--- src/rtl/phy_byte_serializer.sv ---
// Byte-to-bit serializer: shifts one byte per frame out LSB-first, filling with IDLE_BYTE when starved.
// Define SERIAL_PARITY_EN to append an even-parity bit to every frame.
module phy_byte_serializer #(
    parameter int                DATA_W    = 8,
    parameter logic [DATA_W-1:0] IDLE_BYTE = 'hBC
) (
    input  logic              CLK,
    input  logic              reset,
    input  logic [DATA_W-1:0] data_in,
    input  logic              valid_in,
    output logic              ready_out,
    output logic              tx_bit,
    output logic              tx_valid,
    output logic              byte_strobe,
    output logic              tx_is_idle
);

    // state | meaning
    // OFF   | just out of reset, nothing on the line; next edge loads a frame
    // RUN   | shifting a frame; counter is the index of the bit on tx_bit

`ifdef SERIAL_PARITY_EN
    localparam int FRAME = DATA_W + 1;
`else
    localparam int FRAME = DATA_W;
`endif
    localparam int               CNT_W = $clog2(FRAME);
    localparam logic [CNT_W-1:0] LAST  = CNT_W'(FRAME - 1);

    typedef enum logic {S_OFF, S_RUN} state_t;

    state_t             state, state_nxt;
    logic [CNT_W-1:0]   cnt;
    logic [FRAME-1:0]   shreg;
    logic [FRAME-1:0]   load_word;
    logic [DATA_W-1:0]  byte_sel;
    logic               load;

    always_ff @(posedge CLK) begin
        if (reset) begin
            state <= S_OFF;
        end else begin
            state <= state_nxt;
        end
    end

    always_comb begin
        state_nxt = state;
        case (state)
            S_OFF:   state_nxt = S_RUN;
            S_RUN:   state_nxt = S_RUN;
            default: state_nxt = S_OFF;
        endcase
    end

    always_comb begin
        ready_out = 1'b0;
        if (!reset) begin
            case (state)
                S_OFF:   ready_out = 1'b1;
                S_RUN:   ready_out = (cnt == LAST);
                default: ready_out = 1'b0;
            endcase
        end
        load = ready_out;
    end

    // The frame word always carries bit 0 in the LSB; parity, when present, sits on top.
    always_comb begin
        byte_sel = valid_in ? data_in : IDLE_BYTE;
`ifdef SERIAL_PARITY_EN
        load_word = {^byte_sel, byte_sel};
`else
        load_word = byte_sel;
`endif
    end

    always_ff @(posedge CLK) begin
        if (reset) begin
            cnt         <= '0;
            shreg       <= '0;
            tx_bit      <= 1'b0;
            tx_valid    <= 1'b0;
            byte_strobe <= 1'b0;
            tx_is_idle  <= 1'b0;
        end else if (load) begin
            cnt         <= '0;
            shreg       <= {1'b0, load_word[FRAME-1:1]};
            tx_bit      <= load_word[0];
            tx_valid    <= 1'b1;
            byte_strobe <= 1'b1;
            tx_is_idle  <= ~valid_in;
        end else begin
            cnt         <= cnt + 1'b1;
            shreg       <= {1'b0, shreg[FRAME-1:1]};
            tx_bit      <= shreg[0];
            byte_strobe <= 1'b0;
        end
    end

endmodule

--- config.mk ---
export PLATFORM = sky130hd
export DESIGN_NAME = phy_byte_serializer
export DESIGN_NICKNAME = d
export VERILOG_FILES = /design/src/rtl/phy_byte_serializer.sv
export SDC_FILE = /design/constraint.sdc
export NUM_CORES = 1
export LEC_CHECK = 0
export BUFFER_PORTS_ARGS = -buffer_cell sky130_fd_sc_hd__buf_2
export CAP_MARGIN = 40
export CELL_PAD_IN_SITES_DETAIL_PLACEMENT = 1
export CELL_PAD_IN_SITES_GLOBAL_PLACEMENT = 2
export CORE_MARGIN = 5
export CORE_UTILIZATION = 33
export CTS_BUF_LIST = sky130_fd_sc_hd__clkbuf_4
export CTS_CLUSTER_DIAMETER = 40
export DETAILED_ROUTE_END_ITERATION = 10
export PLACE_DENSITY_LB_ADDON = 0.1
export SKIP_CTS_REPAIR_TIMING = 1
export SLEW_MARGIN = 10
export SYNTH_ARGS = -nofsm -noshare
export SYNTH_HDL_FRONTEND = slang
export SYNTH_SLANG_ARGS = --single-unit
export TNS_END_PERCENT = 30
--- constraint.sdc ---
create_clock -name CLK -period 2.2 [get_ports CLK]
set_input_delay 0.11 -clock CLK [delete_from_list [all_inputs] [get_ports CLK]]
set_output_delay 0.11 -clock CLK [all_outputs]
set_load 0.05 [all_outputs]
==> run summary, run 1 <==
TritonRoute pass-1 iters: 2
Gr usage total: 0.1024
Final Max Tran Viols: 0
Reg2reg start: cnt[0]
Reg2Reg Depth: 5
Worst path required time: 2090 ps
Post-synthesis compound-gate area fraction: 0.04128
First-pass GRT wire length: 1966 um
Post-Synth Adder-Cell Area: 0.04587
Placer Congestion: 0.6606
Vias/cell: 4.897
Leak: 0.3023 nW
Met3 usage: 0.03846
Fin Hold WS: 74.53 ps
Max_cap viols: 0
Busiest grt layer: met2
Post-Syn Area: 545.5 um2
Status: finished, final reports clean
Hold EP: shreg[3]
Yosys cell types: 18
Finished Layout Cells: 87
Wire per inst: 13.09 um
Clk buf depth: 2
Die height: 50.66 um
R2r endpoint: shreg[5]
Total grt overflow: 0
CTS tree: yes
Antenna-violating nets left: 0
#FFs+latches synth: 15
Crit-path cells: ha_1, ha_1, nor2b_2, nor2_1, buf_2
Ratio of cells with drive above 1 in the final layout: 0.3380
Post-synthesis sequential area ratio: 0.5505
Crit path time final: 1832 ps
Met1 GRT Util: 0.1204
DPL Wire Length: 795 um
Pin count of the biggest net entering global routing: 15
Vias: 426
Ant diodes: 0
Ys Warns: 0
Syn-to-layout area delta: 19.27%
Worst Setup Start Kind: flop
I/O Buffers: 15
Maximum vdd drop: 0.0002457 V
DRC: 0
Most frequent cells in the layout: dfxtp_1, buf_2, nor2_1
Max_slew headroom: 0.6588
Cell mode on critical path: ha_1
Num CTS Buffers: 3
Clock root buffer master: clkbuf_4
Total Wirelength: 1139 um
Nets: 85
Core Box Area: 1541 um2
Simple-gate area share of the yosys netlist: 0.3188
H-tree levels: 1
# setup viols final: 0
Setup total negative slack: 0 ps
RSZ-0062 raised after global routing: no
Antenna violations before repair: 0
Placed insts: 83
Cells after Synth: 55
Clock Latency Late Sink: 280 ps
CP Max Fanout: 12
Post-Synth XOR/XNOR Area: 0
F_max: 545.8 MHz
WP data arrival: 1720 ps
Worst hold stages: 3
Drt initial violations: 1
Combinational family with the most area after synthesis: simple AND/OR/NAND/NOR gates
Crit. End Element: output port
Sink Count: 15
Multiplexer area fraction after synthesis: 0
Worst path slowest cell: nor2b_2
Worst setup path class: reg -> out
FP Rows: 14
Starting Density: 0.3539
Final Hold Fails: 0
Period Utilization, post-route: 0.8329
Min-delay src: data_in[4]
Syn Nets: 68
Vias in the first global route: 443
Critical path's largest stage delay: 430 ps
Cell Pwr Density: 807.9 nW/um2
Clk slew on worst S/H paths: 90 ps
Met2 Track Usage GR: 0.1550
Die W: 50.66 um
Skew final: 6.225 ps
HP Class: in -> reg
Least-Margin Pin Slew: 509.5 ps
Num ports: 16
Avg Inst Size Synth: 9.919 um2
Die area: 2566 um2
Setup slack, reg-to-reg: 720 ps
-- layer usage --
metal | wire (um) | up-vias
met5 | 0 | -
met4 | 0 | 0
met3 | 58 | 0
met2 | 547 | 9
met1 | 533 | 200
li1 | - | 217
-- layout make-up --
| type | instances | area [um2] |
|---|---|---|
| fillers | 198 | 890.9 |
| flip-flops and latches | 15 | 300.3 |
| multi-input cells | 36 | 221.5 |
| repair buffers | 15 | 75.07 |
| clock buffers | 4 | 30.03 |
| well taps | 16 | 20.02 |
| inverters | 1 | 3.754 |
-- worst max path at each step --
stage,to,slack [ps],start
after floorplan,ready_out,630,cnt[0]
final,ready_out,370,cnt[0]
after global placement,ready_out,730,cnt[0]
after global routing,ready_out,240,cnt[0]
after CTS,ready_out,340,cnt[0]
after detailed placement,ready_out,670,cnt[0]
-- per-stage QoR --
| step | power [mW] | area [um2] | util | setup slack [ps] |
|---|---|---|---|---|
| after floorplan | 0.3448 | 545.5 | - | 628.1 |
| after global placement | 0.3648 | 620.6 | 0.4026 | 728.2 |
| after detailed placement | 0.3654 | 620.6 | 0.4026 | 666.9 |
| after CTS | 0.5373 | 650.6 | 0.4221 | 340.4 |
| after global routing | 0.5579 | 650.6 | 0.4221 | 240.1 |
| final | 0.5256 | 650.6 | 0.4221 | 367.7 |
-- synthesized netlist by cell type --
master,number,area share
nand2_1,3,0.021
nor2b_2,1,0.016
nand2b_1,1,0.011
nor3_2,2,0.037
a21oi_1,3,0.028
ha_1,2,0.046
nor3b_1,2,0.028
nand3_1,3,0.028
and3_1,2,0.023
nor2b_1,1,0.011
nor2_1,9,0.062
nor3b_2,2,0.046
a211oi_1,1,0.014
buf_4,2,0.028
buf_2,1,0.0092
nor3_1,4,0.037
dfxtp_1,15,0.55
inv_1,1,0.0069
-- sequential cells by signal, summed over array words and instances, names as in the netlist --
name / cells
tx_bit: 1
cnt: 3
tx_is_idle: 1
tx_valid: 1
byte_strobe: 1
state: 1
shreg: 7
-- logic make-up (layout without fill, tap and decap cells) --
| group | after synthesis | after routing |
|---|---|---|
| AOI/OAI and AO/OA | 4 | 4 |
| DFF | 15 | 15 |
| buffers and inverters | 4 | 20 |
| and+or+nand+nor | 30 | 30 |
| adders and majority gates | 2 | 2 |
-- worst max-delay path: cells and delay by family, from the launching register on --
| family | cells | cell delay (ps) |
|---|---|---|
| AND/OR/NAND/NOR | 2 | 500 |
| adder cells (fa/ha/maj) | 2 | 390 |
| flip-flops | 1 | 320 |
| buffers and inverters | 1 | 230 |
-- report_power, final --
| group | leakage (nW) | internal (mW) | switching, mW | total, mW |
|---|---|---|---|---|
| clock | 0.0184 | 0.0826 | 0.0855 | 0.168 |
| sequential | 0.124 | 0.287 | 0.00448 | 0.291 |
| combinational | 0.160 | 0.0223 | 0.0442 | 0.0665 |
| total | 0.302 | 0.392 | 0.134 | 0.526 |
No activity file was read; power rests on OpenSTA's default activity.
==> run 2, diff against run 1 <==
--- a/config.mk
+++ b/config.mk
@@ -5,12 +5,14 @@
 export SDC_FILE = /design/constraint.sdc
 export NUM_CORES = 1
 export LEC_CHECK = 0
+export ABC_AREA = 1
 export BUFFER_PORTS_ARGS = -buffer_cell sky130_fd_sc_hd__buf_2
 export CAP_MARGIN = 40
 export CELL_PAD_IN_SITES_DETAIL_PLACEMENT = 1
 export CELL_PAD_IN_SITES_GLOBAL_PLACEMENT = 2
+export CORE_ASPECT_RATIO = 0.6
 export CORE_MARGIN = 5
-export CORE_UTILIZATION = 33
+export CORE_UTILIZATION = 27
 export CTS_BUF_LIST = sky130_fd_sc_hd__clkbuf_4
 export CTS_CLUSTER_DIAMETER = 40
 export DETAILED_ROUTE_END_ITERATION = 10
==> constraint.sdc (replaced) <==
create_clock -name CLK -period 1.6 [get_ports CLK]
set_input_delay 0.08 -clock CLK [delete_from_list [all_inputs] [get_ports CLK]]
set_output_delay 0.08 -clock CLK [all_outputs]
set_load 0.05 [all_outputs]
==> run 2 against run 1 <==
- worst setup slack lost 270 ps
- non-clock buffer count grew 3
- area after synthesis grew 14%
- global-route usage shrank 1.8 points
- register-to-register slack lost 290 ps
- sequential cell count is the same
==> run summary, run 2 <==
Simple-gate area share of the yosys netlist: 0.3126 (was 0.3188)
Least-Margin Pin Slew: 250.6 ps (was 509.5 ps)
HP Class: in -> reg (unchanged)
Most frequent cells in the layout: nand2_1, dfxtp_1, buf_2 (was dfxtp_1, buf_2, nor2_1)
Vias in the first global route: 491 (was 443)
Critical path's largest stage delay: 320 ps (was 430 ps)
Total grt overflow: 0 (unchanged)
Sink Count: 15 (unchanged)
Avg Inst Size Synth: 8.325 um2 (was 9.919 um2)
I/O Buffers: 15 (unchanged)
DPL Wire Length: 892.4 um (was 795 um)
Top-area cell type share of the netlist area: 0.4810 (was 0.5505)
Final core occ: 0.3582 (was 0.4221)
CTS tree: yes (unchanged)
Dominant cell type by area after synthesis: dfxtp_1 (unchanged)
Core Box Area: 2180 um2 (was 1541 um2)
Starting Density: 0.2865 (was 0.3539)
WP data arrival: 1420 ps (was 1720 ps)
Post-Syn Area: 624.3 um2 (was 545.5 um2)
Wl on met1: 651 um (was 533 um)
Multiplexer area fraction after synthesis: 0 (unchanged)
Reg with most FFs: shreg (unchanged)
CP Max Fanout: 10 (was 12)
Drt initial violations: 9 (was 1)
# setup viols final: 0 (unchanged)
RSZ-0062 raised after global routing: no (unchanged)
Largest cells by area after synthesis: dfxtp_1, nand2_1, nand4_1 (was dfxtp_1, nor2_1, ha_1)
Antenna violations before repair: 0 (unchanged)
Worst setup path end: ready_out (unchanged)
First-pass GRT wire length: 2159 um (was 1966 um)
Clk buf depth: 2 (unchanged)
Nets: 108 (was 85)
DRC: 0 (unchanged)
Vias: 506 (was 426)
Post-synthesis sequential area ratio: 0.4810 (was 0.5505)
Worst setup path class: reg -> out (unchanged)
Reg2reg start: cnt[0] (unchanged)
Worst hold stages: 3 (unchanged)
Total Wirelength: 1240 um (was 1139 um)
Worst path slowest cell: dfxtp_1 (was nor2b_2)
Final Max Tran Viols: 0 (unchanged)
Pin count of the biggest net entering global routing: 20 (was 15)
Die area: 3406 um2 (was 2566 um2)
H-tree levels: 1 (unchanged)
Final Hold Fails: 0 (unchanged)
Gr usage total: 0.08407 (was 0.1024)
Crit path time final: 1500 ps
Clock root buffer master: clkbuf_4 (unchanged)
Post-synthesis compound-gate area fraction: 0.01804 (was 0.04128)
Setup total negative slack: 0 ps (unchanged)
Skew final: 4.301 ps (was 6.225 ps)
Antenna-violating nets left: 0 (unchanged)
Primary FF master, synth: dfxtp_1 (unchanged)
Combinational family with the most area after synthesis: simple AND/OR/NAND/NOR gates (unchanged)
Yosys cell types: 16 (was 18)
WL met2: 488 um (was 547 um)
Ant diodes: 0 (unchanged)
Crit. End Element: output port (unchanged)
Critical path startpoint: cnt[0] (unchanged)
Worst Setup Start Kind: flop (unchanged)
Post-synth ARST share: 0 (unchanged)
Max_slew headroom: 0.8341 (was 0.6588)
Top Registers: shreg: 7 flops, cnt: 3 flops (unchanged)
Post-Synth Adder-Cell Area: 0.04008 (was 0.04587)
Syn Nets: 88 (was 68)
Clock Latency Late Sink: 280 ps (about the same)
R2r endpoint: cnt[1] (was shreg[5])
F_max: 666.9 MHz
Crit-path cells: ha_1, ha_2, inv_4, nand2_8, nand2_4, inv_1, buf_6 (was ha_1, ha_1, nor2b_2, nor2_1, buf_2)
#FFs+latches synth: 15 (unchanged)
Setup slack, reg-to-reg: 430 ps (was 720 ps)
Worst path required time: 1520 ps (was 2090 ps)
Clk slew on worst S/H paths: 90 ps (about the same)
Max_cap viols: 0 (unchanged)
Post-Synth XOR/XNOR Area: 0 (unchanged)
Num ports: 16 (unchanged)
Most frequent cells after synthesis: dfxtp_1, nand2_1, inv_1, nand3_1, nand4_1 (was dfxtp_1, nor2_1, nor3_1)
Num CTS Buffers: 3 (unchanged)
Period Utilization, post-route: 0.9372
Syn-to-layout area delta: 25.05% (was 19.27%)
Cell Pwr Density: 944.9 nW/um2 (was 807.9 nW/um2)
TritonRoute pass-1 iters: 2 (unchanged)
Reg2Reg Depth: 6 (was 5)
Cells after Synth: 75 (was 55)
Die W: 72.08 um (was 50.66 um)
EDFF count, synth: 0 (unchanged)
Leak: 0.4326 nW (was 0.3023 nW)
Total power: 0.7377 mW (was 0.5256 mW)
Ys Warns: 0 (unchanged)
Die height: 47.25 um (was 50.66 um)
FP Rows: 13 (was 14)
Uppermost layer routed: met3 (unchanged)
Length of routed met3 wiring: 100 um (was 58 um)
Vias/cell: 4.081 (was 4.897)
Max FFs per register: 7 (unchanged)
Ratio of cells with drive above 1 in the final layout: 0.3191 (was 0.3380)
Placer Congestion: 0.6421 (was 0.6606)
Maximum vdd drop: 0.0003115 V (was 0.0002457 V)
Wire per inst: 10.00 um (was 13.09 um)
Status: finished, final reports clean (unchanged)
-- run 2: changes by cell type after synthesis, sizes merged, moves of 3 or more --
| cell | previous run | this run |
|---|---|---|
| inv | 1 | 15 |
| nand2 | 3 | 17 |
| nand4 | 0 | 8 |
| nand3 | 3 | 9 |
| nor3 | 6 | 0 |
| nor2 | 9 | 5 |
| nor3b | 4 | 0 |
| a21oi | 3 | 0 |
-- run 2: how the worst min path moves through the flow --
stage / start / end
floorplan: data_in[7] / shreg[6]
global placement: data_in[7] / shreg[6]
detailed placement: data_in[7] / shreg[6]
CTS: data_in[7] / shreg[6]
global route: data_in[7] / shreg[6]
finish: data_in[7] / shreg[6]
-- run 2: final cells by class --
class	instances	area, um2
multi-input combinational	42	247.7
tap	30	37.54
clock buffer	4	30.03
fill	289	1399
inverter	15	61.31
sequential	15	300.3
timing repair buffer	18	103.9
-- run 2: critical path, delay by kind of cell, from the launching register on --
family                   cells  cell delay [ps]
buffers and inverters        3              270
AND/OR/NAND/NOR              2              160
flip-flops                   1              320
adder cells (fa/ha/maj)      2              370
-- run 2: stage by stage --
step	hold WS (ps)	setup slack, ps	std cells	instance area, um2
after floorplan	222.4	339.7	75	624.3
after global placement	320.8	249.7	118	713.2
after detailed placement	314.1	217.3	118	713.2
after CTS	16.85	-103.9	122	743.2
after global routing	25.44	9.096	124	780.7
final	24.33	100.5	124	780.7
-- run 2: cells by family (layout without fill, tap and decap cells) --
| family | after synthesis | after routing |
|---|---|---|
| AOI/OAI and AO/OA | 1 | 1 |
| adders and majority gates | 2 | 2 |
| buffers and inverters | 18 | 37 |
| DFF | 15 | 15 |
| and+or+nand+nor | 39 | 39 |
-- run 2: metal layers --
layer | global-route usage | vias up
li1 | - | 275
met1 | 0.1097 | 217
met2 | 0.1266 | 14
met3 | 0.04487 | 0
met4 | 0.01124 | 0
met5 | 0 | -
-- run 2: report_power, final --
part / switching [mW] / internal (mW)
clock: 0.121 / 0.114
combinational: 0.0656 / 0.0349
sequential: 0.00824 / 0.394
